===== src/rtl/elevator_call_scheduler.sv =====
// -----------------------------------------------------------------------------
// elevator_call_scheduler
//
// Schedules the elevator car from the raw floor-call buttons. Each button is
// passed through a two-flop synchronizer and a rising-edge detector. Every new
// press is latched as a pending call. The car is sequenced with a LOOK policy:
// it keeps its direction while calls remain ahead of it, and otherwise it
// reverses or idles.
//
// Ports:
//   clk        in   system clock; all state changes on posedge
//   reset_n    in   asynchronous active-low reset
//   call_btn   in   [FLOORS]   raw asynchronous call buttons, bit i = floor i
//   pending    out  [FLOORS]   latched outstanding calls
//   cur_floor  out  [FLOOR_W]  current car floor
//   dir_up     out  1 = travelling/last travelled up, 0 = down
//   moving     out  high while the car travels between floors
//   door_open  out  high while the door is open
//   arrive     out  one-cycle pulse after each floor change
// -----------------------------------------------------------------------------
module elevator_call_scheduler #(
    parameter int FLOORS        = 4,
    parameter int FLOOR_W       = 2,
    parameter int TRAVEL_CYCLES = 8,
    parameter int DOOR_CYCLES   = 4
) (
    input  logic               clk,
    input  logic               reset_n,
    input  logic [FLOORS-1:0]  call_btn,
    output logic [FLOORS-1:0]  pending,
    output logic [FLOOR_W-1:0] cur_floor,
    output logic               dir_up,
    output logic               moving,
    output logic               door_open,
    output logic               arrive
);

    // One timer serves both the travel leg and the door hold time.
    localparam int TIMER_MAX = (TRAVEL_CYCLES > DOOR_CYCLES) ? TRAVEL_CYCLES : DOOR_CYCLES;
    localparam int TIMER_W   = $clog2(TIMER_MAX);

    localparam logic [TIMER_W-1:0] TRAVEL_LAST = TIMER_W'(TRAVEL_CYCLES - 1);
    localparam logic [TIMER_W-1:0] DOOR_LAST   = TIMER_W'(DOOR_CYCLES - 1);
    localparam logic [FLOOR_W-1:0] TOP_FLOOR   = FLOOR_W'(FLOORS - 1);

    typedef enum logic [1:0] {
        ST_IDLE,
        ST_MOVE,
        ST_DOOR
    } state_e;

    logic [FLOORS-1:0]  s1_q, s2_q, s3_q;
    logic [FLOORS-1:0]  rise;
    logic [FLOORS-1:0]  pending_q, pending_d;
    logic [FLOORS-1:0]  set_mask, clr_mask;
    logic [FLOOR_W-1:0] cur_floor_q, cur_floor_d, step_floor;
    logic [TIMER_W-1:0] timer_q, timer_d;
    logic               dir_up_q, dir_up_d;
    logic               arrive_q, arrive_d;
    logic               above, below, here;
    state_e             state_q, state_d;

    // -------------------------------------------------------------------------
    // Input path: s1/s2 synchronize the asynchronous buttons, s3 holds the
    // previous synchronized level so a held button yields one call only.
    // -------------------------------------------------------------------------
    always_ff @(posedge clk or negedge reset_n) begin
        if (!reset_n) begin
            s1_q <= '0;
            s2_q <= '0;
            s3_q <= '0;
        end else begin
            // NOTE: non-blocking assignments let every flop sample the value
            // from before the edge; blocking ones here would collapse the
            // three stages into one.
            s1_q <= call_btn;
            s2_q <= s1_q;
            s3_q <= s2_q;
        end
    end

    assign rise = s2_q & ~s3_q;

    // -------------------------------------------------------------------------
    // Where the outstanding calls lie relative to the car.
    // -------------------------------------------------------------------------
    always_comb begin
        above = 1'b0;
        below = 1'b0;
        for (int i = 0; i < FLOORS; i++) begin
            if (pending_q[i] && (i > int'(cur_floor_q))) above = 1'b1;
            if (pending_q[i] && (i < int'(cur_floor_q))) below = 1'b1;
        end
    end

    assign here = pending_q[cur_floor_q];

    // Next floor in the current direction, held at the shaft ends. The
    // scheduler only heads toward an existing call, so the hold is a guard.
    always_comb begin
        step_floor = cur_floor_q;
        if (dir_up_q) begin
            if (cur_floor_q != TOP_FLOOR) step_floor = cur_floor_q + FLOOR_W'(1);
        end else begin
            if (cur_floor_q != '0) step_floor = cur_floor_q - FLOOR_W'(1);
        end
    end

    // -------------------------------------------------------------------------
    // Next-state logic. New call edges are set in pending unless the same bit
    // is cleared on this edge; the clear only happens for the floor the car is
    // serving, so "clear wins" is confined to DOOR or entry into DOOR.
    // -------------------------------------------------------------------------
    always_comb begin
        // NOTE: every signal gets a default first, so no path through the
        // case below leaves one unassigned and no latch is inferred.
        state_d     = state_q;
        cur_floor_d = cur_floor_q;
        dir_up_d    = dir_up_q;
        timer_d     = timer_q;
        arrive_d    = 1'b0;
        set_mask    = rise;
        clr_mask    = '0;

        unique case (state_q)
            ST_IDLE: begin
                timer_d = '0;
                if (here) begin
                    state_d               = ST_DOOR;
                    clr_mask[cur_floor_q] = 1'b1;
                end else if (dir_up_q && above) begin
                    state_d = ST_MOVE;
                end else if (!dir_up_q && below) begin
                    state_d = ST_MOVE;
                end else if (above) begin
                    state_d  = ST_MOVE;
                    dir_up_d = 1'b1;
                end else if (below) begin
                    state_d  = ST_MOVE;
                    dir_up_d = 1'b0;
                end
            end

            ST_MOVE: begin
                if (timer_q == TRAVEL_LAST) begin
                    timer_d     = '0;
                    cur_floor_d = step_floor;
                    arrive_d    = (step_floor != cur_floor_q);
                    // A call latching on this very edge still stops the car.
                    if (pending_q[step_floor] || rise[step_floor]) begin
                        state_d              = ST_DOOR;
                        clr_mask[step_floor] = 1'b1;
                    end
                end else begin
                    timer_d = timer_q + TIMER_W'(1);
                end
            end

            ST_DOOR: begin
                if (rise[cur_floor_q]) begin
                    // Pressing the call for this floor re-opens the door
                    // instead of queueing another stop here.
                    timer_d               = '0;
                    clr_mask[cur_floor_q] = 1'b1;
                end else if (timer_q == DOOR_LAST) begin
                    state_d = ST_IDLE;
                    timer_d = '0;
                end else begin
                    timer_d = timer_q + TIMER_W'(1);
                end
            end

            default: begin
                state_d = ST_IDLE;
                timer_d = '0;
            end
        endcase

        pending_d = (pending_q | set_mask) & ~clr_mask;
    end

    // -------------------------------------------------------------------------
    // State registers.
    // -------------------------------------------------------------------------
    always_ff @(posedge clk or negedge reset_n) begin
        if (!reset_n) begin
            // NOTE: every register, including the call bits, is reset so an
            // abandoned trip leaves nothing behind once reset is released.
            state_q     <= ST_IDLE;
            pending_q   <= '0;
            cur_floor_q <= '0;
            dir_up_q    <= 1'b1;
            timer_q     <= '0;
            arrive_q    <= 1'b0;
        end else begin
            state_q     <= state_d;
            pending_q   <= pending_d;
            cur_floor_q <= cur_floor_d;
            dir_up_q    <= dir_up_d;
            timer_q     <= timer_d;
            arrive_q    <= arrive_d;
        end
    end

    // Status outputs are decoded from registers only.
    assign pending   = pending_q;
    assign cur_floor = cur_floor_q;
    assign dir_up    = dir_up_q;
    assign moving    = (state_q == ST_MOVE);
    assign door_open = (state_q == ST_DOOR);
    assign arrive    = arrive_q;

endmodule

===== config.mk =====
export PLATFORM = sky130hd
export DESIGN_NAME = elevator_call_scheduler
export DESIGN_NICKNAME = d
export VERILOG_FILES = /design/src/rtl/elevator_call_scheduler.sv
export SDC_FILE = /design/constraint.sdc
export NUM_CORES = 1
export LEC_CHECK = 0
export BUFFER_PORTS_ARGS = -buffer_cell sky130_fd_sc_hd__buf_2
export CORE_MARGIN = 5
export CORE_UTILIZATION = 60
export DETAILED_ROUTE_END_ITERATION = 8
export PLACE_DENSITY = 0.82
export SLEW_MARGIN = 20
export SYNTH_ARGS = -nofsm -noshare
export SYNTH_HDL_FRONTEND = slang
export SYNTH_SLANG_ARGS = --single-unit

===== constraint.sdc =====
create_clock -name clk -period 2.9 [get_ports clk]
set_input_delay 0.29 -clock clk [delete_from_list [all_inputs] [get_ports clk]]
set_output_delay 0.29 -clock clk [all_outputs]
set_load 0.01 [all_outputs]

* Word-level counts from Yosys, hierarchy flattened
Index checks and enable logic that the tools add are counted.
** Operators by class
- $add $sub $neg :: 3
- Magnitude comparators :: 10
- Equality and inequality tests :: 11
- Multiplexer cells :: 44
- Bitwise operators :: 8
- Reductions and logical operators :: 18
** Operators with widths (number)
- 2-to-1 mux 2 bit :: 12
- 2-to-1 mux 1 bit :: 16
- 2-to-1 mux 4 bit :: 4
- case mux 4 bit (3 select lines) :: 1
- logical AND 1 bit :: 10
- AND reduction 5 bit :: 2
- 2-to-1 mux 3 bit :: 3
- bitwise AND 4 bit :: 2
- binary-select mux 1 bit (select 2 bit) :: 4
- NOT 4 bit :: 2
- < comparator 2 x 3 -> 1 bit (second input constant) :: 2
- inequality test 2 x 1 -> 1 bit (second input constant) :: 3
- inequality test 6 bit (second input constant) :: 1
- case mux 2 bit (3 select lines) :: 1
- case mux 3 bit (2 select lines) :: 1
- demux 1 bit (select 2 bit) :: 2
- greater-or-equal comparator 2 x 1 -> 1 bit (second input constant) :: 2
- > comparator 2 bit (first input constant) :: 2
- < comparator 1 x 2 -> 1 bit (first input constant) :: 2
- inequality test 2 bit (second input constant) :: 2
- OR 4 bit :: 1
- nonzero test 2 bit :: 2
- adder 3 x 1 -> 3 bit (second input constant) :: 1
- equality test 3 x 2 -> 1 bit (second input constant) :: 1
- 13 further kinds :: 15
** Storage, ports and cells
- Register bits :: 25
- Output and inout bits :: 10

* Depth between registers and ports, before layout
Gate-level depths: netlist of run 1.
- Depth in word-level cells :: 12
- Mapped depth :: 7
- Gate-level depth less buffers :: 7

* Least setup slack after synthesis of run 1
No wires, ideal clock.
- Kind :: reg2reg
- From :: register cur_floor_q[1] (netlist: cur_floor[1])
- To :: register state_q[0]
- Setup time :: 128 ps
- Arrival :: 1932 ps
- Required time :: 2772 ps
- Slack :: 840 ps
- Stages on the path, launching flop included :: 6
- Cells stage by stage :: dfrtp_1 inv_2 mux4_2 a211o_1 a221oi_2 mux2_1
** On the way
- Word-level cells in the longest chain between the ends :: 10
** Ends and longest elaborated chain
- start, declared :: line 56 : logic [FLOOR_W-1:0] cur_floor_q, cur_floor_d, step_floor;
- start signal, assigned :: line 198 : cur_floor_q <= cur_floor_d;
- > comparator 1 x 2 -> 1 bit or < comparator 1 x 2 -> 1 bit (tied branches) :: line 91, 92
- logical AND 1 bit (on tied branches) :: line 91, 92
- 2-to-1 mux 1 bit (on tied branches) (3 in series) :: line 91, 92
- 2-to-1 mux 2 bit or logical AND 1 bit (tied branches) :: line 135, 133
- 2-to-1 mux 2 bit :: line 133 : end else if (!dir_up_q && below) begin
- 2-to-1 mux 2 bit :: line 131 : end else if (dir_up_q && above) begin
- 2-to-1 mux 2 bit :: line 128 : if (here) begin
- case mux 2 bit (3 select lines) :: line 125 : unique case (state_q)
- end signal, assigned :: line 196 : state_q <= state_d;
- end, declared :: line 61 : state_e state_q, state_d;
Several ways; a longest one is shown, not always the timed one. The select of a mux whose other input is x is not followed.
A chain may end at the register's enable or synchronous reset.

* Worst setup path after layout of run 1
- From :: register cur_floor_q[0] (netlist: cur_floor[0])
- To :: register state_q[0]
The elaborated chain is that of the path after synthesis.

==> summary.txt, run 1 <==
Outcome
  • Run status: finished clean

Layout
  • FILL cells: 162
  • Combined area of the multi-input logic cells: 590.6 sq um
  • Area overhead of the layout relative to synthesis: 10.36%
  • Number of diodes added for antenna fixing: 0
  • Layout Utilization: 0.7056
  • Final net count: 154
  • Area of all sequential standard cells: 626.9 sq um
  • Fraction of final layout cells with drive strength greater than 1: 0.2014

Run
  • Max Cap Violations: 0

Critical path
  • Arrival time reported for the critical path endpoint: 2.51 ns
  • Sort of element at the start of the critical path: flop
  • Worst Path Max Fanout: 17
  • Critical path data required time: 3.11 ns
  • Critical Path Sink Type: flop
  • Category of the most critical setup path: flop to flop

Floorplanning
  • Boundary pin count: 16
  • Area inside the core boundary: 2002 sq um
  • Site Rows: 16
  • Overall die area: 3157 sq um
  • Die span in x: 56.19 microns
  • DIE HEIGHT: 56.19 microns
  • Starting utilization of the core area: 0.6394

STA
  • Actual slew at the worst max-slew pin: 0.5341 ns
  • Worst slew margin relative to its limit: 0.6439
  • Count of final setup violators: 0
  • Setup_tns: 0 ns
  • Final critical-path share of the clock period: 0.7928
  • Achievable clock frequency: 434.9 MHz
  • Setup repair after global routing missed its margin: no
  • Final worst path period need: 2.299 ns
  • Worst clock skew on the final layout: 0.003806 ns
  • Number of endpoints with negative hold slack in the final report: 0
  • Final Max Tran Viols: 0

Min path
  • Hold Path Class: input pin to flop

CTS
  • TritonCTS clock tree: built
  • Cell chosen for the clock root: clkbuf_4
  • Number of buffers on the longest clock path: 2
  • Clock input transition at the sequential cells of the worst setup and hold paths: 0.13 ns
  • Number of clock buffers inserted by TritonCTS: 3
  • Clock H-tree levels: 1
  • Worst skew pair latency: 0.31 ns
  • TritonCTS Sinks: 25
  • Post-CTS Setup Inserts: 0

Routing
  • Routed length per instance: 15.02 microns
  • Initial DRC count: 45
  • Via count: 975
  • Drt drc: 0
  • Via-per-instance ratio: 5.873
  • DRT antenna net count: 0
  • 1st-pass router iterations: 4
  • Final Routed Wirelength: 2493 microns

Power and ir drop
  • PD cells: 591.9 nW/um^2
  • Sequential fraction of design power: 0.501
  • Static power due to leakage: 0.0006682 uW
  • Sw Share: 0.3334
  • Pwr Total: 836.1 uW
  • Net switching component of the power: 278.8 uW
  • Proportion of power drawn by the clock network: 0.181
  • Maximum resistive drop on vdd: 410.2 uV
  • Part of the total power dissipated in combinational logic: 0.318
  • Internal Dissipation: 557.4 uW

Synth
  • Cell types with the largest area share after synthesis: dfrtp_1 47%, ha_1 7.8%, nor2_1 4.4%, nor2b_1 3.9%, mux4_2 3.5%
  • Number of warning messages in the yosys log: 0
  • Dominant synthesized flop cell: dfrtp_1
  • Most frequent cell after synthesis: dfrtp_1
  • Mean instance size in the synthesized netlist: 10.41 sq um
  • Number of library cell types mapped by synthesis: 38
  • Post-synthesis register bit count: 25
  • Post-synth net total: 137
  • Library cell occupying the most area in the post-synthesis netlist: dfrtp_1
  • Synth cell count leaders: 24 x dfrtp_1, 15 x nor2_1, 10 x inv_1, 8 x ha_1, 8 x nor2b_1
  • Number of enable-type register cells in the synthesized netlist: 0
  • Async set or reset register ratio after synthesis: 1.000
  • Post-synthesis cell count: 123
  • Share of Yosys cell area claimed by the top area cell type: 0.4692
  • Post-synthesis cell area: 1280 sq um
  • Share of synthesized area occupied by flip-flops and latches: 0.4897

GRT
  • All-layer global routing usage: 0.1680
  • First-pass GRT wire length: 4195 microns
  • Residual overflow from global routing: 0
  • Via count of the first global-routing pass: 932
  • Number of antenna violations at the first check in global routing: 0
  • Maximum number of pins on one net before global-route repair: 26

Placed design
  • Post-DP HPWL: 1830 microns
  • Port Buffers: 15
  • Placer Congestion: 0.8802
critical path, cell delays in order (launching register included):
cell	delay [ns]
dfrtp_1	0.69
inv_1	0.22
mux4_2	0.37
a211o_1	0.34
a221oi_2	0.24
mux2_1	0.35
layer usage:
metal  GRT usage  vias up  wire length [microns]
met5           0        -                      0
met4     0.06780        0                     38
met3     0.03944        6                    179
met2      0.2604       42                   1234
met1      0.2259      467                   1040
li1            -      460                      -
path summary, 6_finish.rpt:
check,to,slack [ns],cells after the start,startpoint
min in group asynchronous,state_q[0],0.47,2,reset_n
hold / removal,s1_q[3],0.07,1,call_btn[3]
max in group asynchronous,dir_up,2.07,2,reset_n
hold reg to reg,s2_q[1],0.36,0,s1_q[1]
setup / recovery,state_q[0],0.60,5,cur_floor[0]
setup reg to reg,state_q[0],0.60,5,cur_floor[0]
cell type report:
class	instances	share of cell area
clock buffer	3	0.01594
clock inverter	1	0.003543
inverter	11	0.02923
multi-input combinational	82	0.4181
sequential	25	0.4438
tap	27	0.02392
timing repair buffer	17	0.06554
cell usage in the layout, fill, tap and decap left out, drive strengths merged, types with 3 or more instances in the layout:
cell and instances:
ha 8, buf 16, nor2 15, a21oi 4
dfrtp 24, nor2b 8, clkbuf 3, inv 11
nand2 6, a221oi 4, nor3 3, o21ai 7
power by group through the flow:
stage	Combinational, uW	Sequential, uW	Clock [uW]
6_report	266	419	152
5_1_grt	299	423	173
4_1_cts	266	418	157
3_5_place_dp	263	425	0
3_3_place_gp	256	422	0
2_1_floorplan	192	419	0
kinds of logic after synthesis:
kind of cell    synth area share
compound gates            0.1623
xor+xnor                0.006844
fa+ha+maj                0.07820
buf+inv                  0.04888
flops                     0.4897
mux                      0.05278
simple gates              0.1613
metrics by stage:
| stage | std cells | hold WS [ns] | worst slack (ns) | instance area, sq um |
|---|---|---|---|---|
| after floorplan | 123 | -0.005591 | 0.8404 | 1280 |
| after global placement | 161 | 0.2897 | 0.7413 | 1375 |
| after detailed placement | 161 | 0.2950 | 0.6460 | 1375 |
| after CTS | 166 | 0.06258 | 0.6103 | 1413 |
| after global routing | 166 | 0.04841 | 0.4766 | 1413 |
| final | 166 | 0.07206 | 0.6007 | 1413 |
sequential cells by signal, summed over array words and instances, names as in the netlist:
name and cells:
state_q 2, s1_q 4, arrive 1, cur_floor 2, dir_up 1, pending 4
s3_q 4, s2_q 4, timer_q 3
timing repair:
action / CTS / global route
endpoints found under the hold margin: 24 / 0
gates resized for setup: 0 / 0
hold buffers: 1 / 0
(Power assumes the default switching activity.)
==> inputs of run 2 (changes only) <==
- CORE_UTILIZATION: 60 -> 56
- PLACE_DENSITY: 0.82 -> 0.77
- clock period: 2.9 -> 2.4 ns (I/O delays scaled with it)
==> summary.txt, run 2 (same netlist as run 1, synthesis figures left out) <==
GRT
  • All-layer global routing usage: 0.1671
  • Number of antenna violations at the first check in global routing: 0
  • Maximum number of pins on one net before global-route repair: 26
  • Residual overflow from global routing: 0
  • First-pass GRT wire length: 4360 microns
  • Via count of the first global-routing pass: 975

Outcome
  • Run status: finished clean

Placed design
  • Placed insts: 163
  • Placer Congestion: 0.8963
  • Placed standard-cell area: 1384 sq um
  • Port Buffers: 15
  • Post-DP HPWL: 1826 microns

CTS
  • TritonCTS Sinks: 25
  • TritonCTS clock tree: built
  • Number of clock buffers inserted by TritonCTS: 3
  • CTS-repair resized insts: 0
  • Cell chosen for the clock root: clkbuf_4
  • Worst skew pair latency: 0.32 ns
  • Clock input transition at the sequential cells of the worst setup and hold paths: 0.13 ns
  • Clock H-tree levels: 1
  • Number of buffers on the longest clock path: 2

Power and ir drop
  • Net switching component of the power: 342.1 uW
  • Sw Share: 0.3354
  • Proportion of power drawn by the clock network: 0.185
  • Sequential fraction of design power: 0.493
  • Maximum resistive drop on vdd: 534.5 uV
  • Part of the total power dissipated in combinational logic: 0.321
  • Static power due to leakage: 0.0006862 uW
  • Internal Dissipation: 677.8 uW
  • PD cells: 702.7 nW/um^2

Routing
  • Via-per-instance ratio: 5.702
  • Drt drc: 0
  • Initial DRC count: 38
  • Routed length per instance: 14.91 microns
  • 1st-pass router iterations: 4
  • DRT antenna net count: 0
  • Via count: 975
  • Final Routed Wirelength: 2549 microns

Layout
  • FILL cells: 172
  • Layout Utilization: 0.6625
  • Area overhead of the layout relative to synthesis: 13.39%
  • Commonest cells after routing, fill and taps aside: 24 x dfrtp_1, 15 x nor2_1, 15 x buf_2, 10 x inv_1
  • Post-route cell area: 1451 sq um
  • Final cell count without fillers: 171
  • Most common cell after layout, fill and taps aside: dfrtp_1
  • Number of diodes added for antenna fixing: 0
  • Fraction of final layout cells with drive strength greater than 1: 0.2028
  • Final net count: 158

Floorplanning
  • Site Rows: 17
  • Die span in x: 57.81 microns
  • DIE HEIGHT: 57.81 microns
  • Overall die area: 3342 sq um
  • Boundary pin count: 16
  • Area inside the core boundary: 2191 sq um
  • Starting utilization of the core area: 0.5842

Critical path
  • Sort of element at the start of the critical path: flop
  • RR Startpoint: cur_floor[0]
  • Critical path launch point: cur_floor[0]
  • Worst Path Max Fanout: 13
  • Arrival time reported for the critical path endpoint: 2.35 ns
  • Category of the most critical setup path: flop to flop
  • Critical Path Sink Type: flop
  • Critical path data required time: 2.59 ns

STA
  • Setup_tns: 0 ns
  • Worst clock skew on the final layout: 0.002569 ns
  • Achievable clock frequency: 464.2 MHz
  • Setup repair after global routing missed its margin: no
  • Actual slew at the worst max-slew pin: 0.5567 ns
  • Final critical-path share of the clock period: 0.8976
  • Number of endpoints with negative hold slack in the final report: 0
  • Final Max Tran Viols: 0
  • Worst slew margin relative to its limit: 0.6255
  • Count of final setup violators: 0
  • Final worst path period need: 2.154 ns

Min path
  • Hold Path Class: input pin to flop
  • Min-delay src: call_btn[3]

Run
  • Max Cap Violations: 0
## run 2: cell types whose count changed in the layout (fill, tap and decap cells not counted), sizes merged
cell	change
buf	+1
dlygate4sd3	+3
## run 2: worst paths after layout
check	end	slack (ns)	depth (start not counted)
setup / recovery	pending[2]	0.25	6
hold / removal	s1_q[3]	0.01	1
setup reg to reg	pending[2]	0.25	6
hold reg to reg	s2_q[2]	0.36	0
max in group asynchronous	dir_up	1.62	2
min in group asynchronous	pending[2]	0.41	2
## run 2: timing repair
action / CTS / global route
endpoints found under the setup margin: 0 / 0
hold buffers: 3 / 1
setup buffers: 0 / 0
hold endpoints to repair: 26 / 1
## run 2: metal layers
metal	vias to the layer above	wire length (microns)	track usage
li1	472	-	-
met1	466	1151	0.2179
met2	28	1188	0.2613
met3	9	128	0.03118
met4	0	81	0.09272
met5	-	0	0
## run 2: area by class of cell
type                    count  area [sq um]  area share
flip-flops and latches     25         626.9      0.4319
multi-input cells          82         590.6      0.4069
repair buffers             21         130.1     0.08966
inverters                  11         41.29     0.02845
well taps                  28         35.03     0.02414
clock buffers               3         22.52     0.01552
clock inverters             1         5.005    0.003448
## run 2: metrics by stage
step	worst slack [ns]	hold WS [ns]	total power [uW]
floorplan	0.3404	-0.05559	738.4
global placement	0.3637	0.2411	827.3
detailed placement	0.3272	0.2519	830.0
CTS	0.2949	0.0001199	1025
global route	0.1729	0.003496	1090
finish	0.2458	0.01106	1020
## run 2: power groups by stage
stage | Combinational, uW | Clock [uW] | Sequential [uW]
5_1_grt | 366 | 212 | 511
3_5_place_dp | 319 | 0 | 511
6_report | 328 | 189 | 503
2_1_floorplan | 232 | 0 | 507
4_1_cts | 326 | 197 | 503
3_3_place_gp | 317 | 0 | 510
## run 2: worst max-delay path: stages, from the launching register on
cell,delay [ns]
dfrtp_1,0.46
buf_4,0.20
nor3b_1,0.26
a211oi_1,0.08
o221a_2,0.34
nor4_1,0.50
a221oi_1,0.19
==> inputs of run 3 (changes only) <==
- HOLD_SLACK_MARGIN: unset -> 0.03
==> summary.txt, run 3 (same netlist as run 1, synthesis figures left out) <==
Outcome
  • Run status: finished clean

Critical path
  • Sort of element at the start of the critical path: flop
  • Delay of the slowest cell on the worst path: 0.49 ns
  • Arrival time reported for the critical path endpoint: 2.35 ns
  • Cells along the critical path: buf_4 > nor3b_1 > a211oi_1 > o221a_2 > nor4_1 > a221oi_1
  • Critical Path Sink Type: flop
  • Worst R2R Setup Slack: 0.25 ns
  • Category of the most critical setup path: flop to flop
  • Worst Path Max Fanout: 13
  • Critical path data required time: 2.59 ns
  • Cell with the biggest individual delay on the critical path: nor4_1

STA
  • Final Max Tran Viols: 0
  • Achievable clock frequency: 464.3 MHz
  • Final worst path period need: 2.154 ns
  • Setup_tns: 0 ns
  • Count of final setup violators: 0
  • Worst hold margin: 0.3647 ns
  • Worst clock skew on the final layout: 0.003363 ns
  • Worst slew margin relative to its limit: 0.6329
  • Setup repair after global routing missed its margin: no
  • Worst Slack Setup Final: 0.2463 ns
  • Final critical-path share of the clock period: 0.8974
  • Actual slew at the worst max-slew pin: 0.5456 ns
  • Number of endpoints with negative hold slack in the final report: 0

GRT
  • First-pass GRT wire length: 4402 microns
  • All-layer global routing usage: 0.1695
  • Via count of the first global-routing pass: 971
  • Residual overflow from global routing: 0
  • Number of antenna violations at the first check in global routing: 0
  • Maximum number of pins on one net before global-route repair: 26

Routing
  • DRT antenna net count: 0
  • Via-per-instance ratio: 5.686
  • 1st-pass router iterations: 4
  • Final Routed Wirelength: 2530 microns
  • Via count: 978
  • Drt drc: 0
  • Initial DRC count: 35
  • Routed length per instance: 14.71 microns

Placed design
  • Port Buffers: 15
  • Place WS: 0.3272 ns
  • Placer Congestion: 0.8963
  • Post-DP HPWL: 1826 microns

Layout
  • Fraction of final layout cells with drive strength greater than 1: 0.2014
  • Final net count: 159
  • Most common cell after layout, fill and taps aside: dfrtp_1
  • Area overhead of the layout relative to synthesis: 14.17%
  • Commonest cells after routing, fill and taps aside: 24 x dfrtp_1, 15 x nor2_1, 15 x buf_2, 10 x inv_1
  • FILL cells: 171
  • Number of diodes added for antenna fixing: 0

CTS
  • TritonCTS Sinks: 25
  • CTS-repair resized insts: 0
  • TritonCTS clock tree: built
  • Number of clock buffers inserted by TritonCTS: 3
  • Total of hold buffers inserted after clock tree synthesis: 5
  • Cell chosen for the clock root: clkbuf_4
  • Worst skew pair latency: 0.32 ns
  • Clock H-tree levels: 1
  • Post-CTS Setup Inserts: 0
  • Clock input transition at the sequential cells of the worst setup and hold paths: 0.13 ns
  • Number of buffers on the longest clock path: 2

Floorplanning
  • Die span in x: 57.81 microns
  • Overall die area: 3342 sq um
  • DIE HEIGHT: 57.81 microns
  • Starting utilization of the core area: 0.5842
  • Site Rows: 17
  • Area inside the core boundary: 2191 sq um
  • Boundary pin count: 16

Power and ir drop
  • Maximum resistive drop on vdd: 535.4 uV
  • Static power due to leakage: 0.0006904 uW
  • PD cells: 699.4 nW/um^2

Run
  • Max Cap Violations: 0

Min path
  • Hold Path Class: flop to flop
run 3: path summary, 6_finish.rpt:
path	startpoint	end	depth (start not counted)
hold / removal	s1_q[2]	s2_q[2]	0
hold reg to reg	s1_q[2]	s2_q[2]	0
setup reg to reg	cur_floor[0]	pending[2]	6
max in group asynchronous	reset_n	dir_up	2
setup / recovery	cur_floor[0]	pending[2]	6
min in group asynchronous	reset_n	pending[2]	2
run 3: power by group:
part / internal, uW / switching (uW)
sequential: 465 / 38.1
combinational: 151 / 179
clock: 62.6 / 127
run 3: critical path, delay by kind of cell (launching register included):
kind                   cells  cell delay [ns]
AO/OA/AOI/OAI              3             0.61
buffers and inverters      1             0.20
flip-flops                 1             0.46
AND/OR/NAND/NOR            2             0.75
run 3: per-layer routing:
| metal | up-vias | GRT usage | routed length (microns) |
|---|---|---|---|
| li1 | 475 | - | - |
| met1 | 469 | 0.2194 | 1158 |
| met2 | 27 | 0.2677 | 1179 |
| met3 | 7 | 0.03118 | 124 |
| met4 | 0 | 0.09272 | 68 |
| met5 | - | 0 | 0 |
run 3: layout make-up:
cell class	count	area, sq um	share of cell area
clock inverter	1	5.005	0.003425
tap	28	35.03	0.02397
inverter	11	41.29	0.02825
sequential	25	626.9	0.4289
timing repair buffer	22	140.1	0.09589
multi-input combinational	82	590.6	0.4041
clock buffer	3	22.52	0.01541
run 3: per-stage QoR:
stage	area (sq um)	utilization	cells	total power, uW
2_1_floorplan	1280	-	123	738.4
3_3_place_gp	1384	0.6316	163	827.3
3_5_place_dp	1384	0.6316	163	830.0
4_1_cts	1461	0.6670	172	1027
5_1_grt	1461	0.6670	172	1091
6_report	1461	0.6670	172	1022
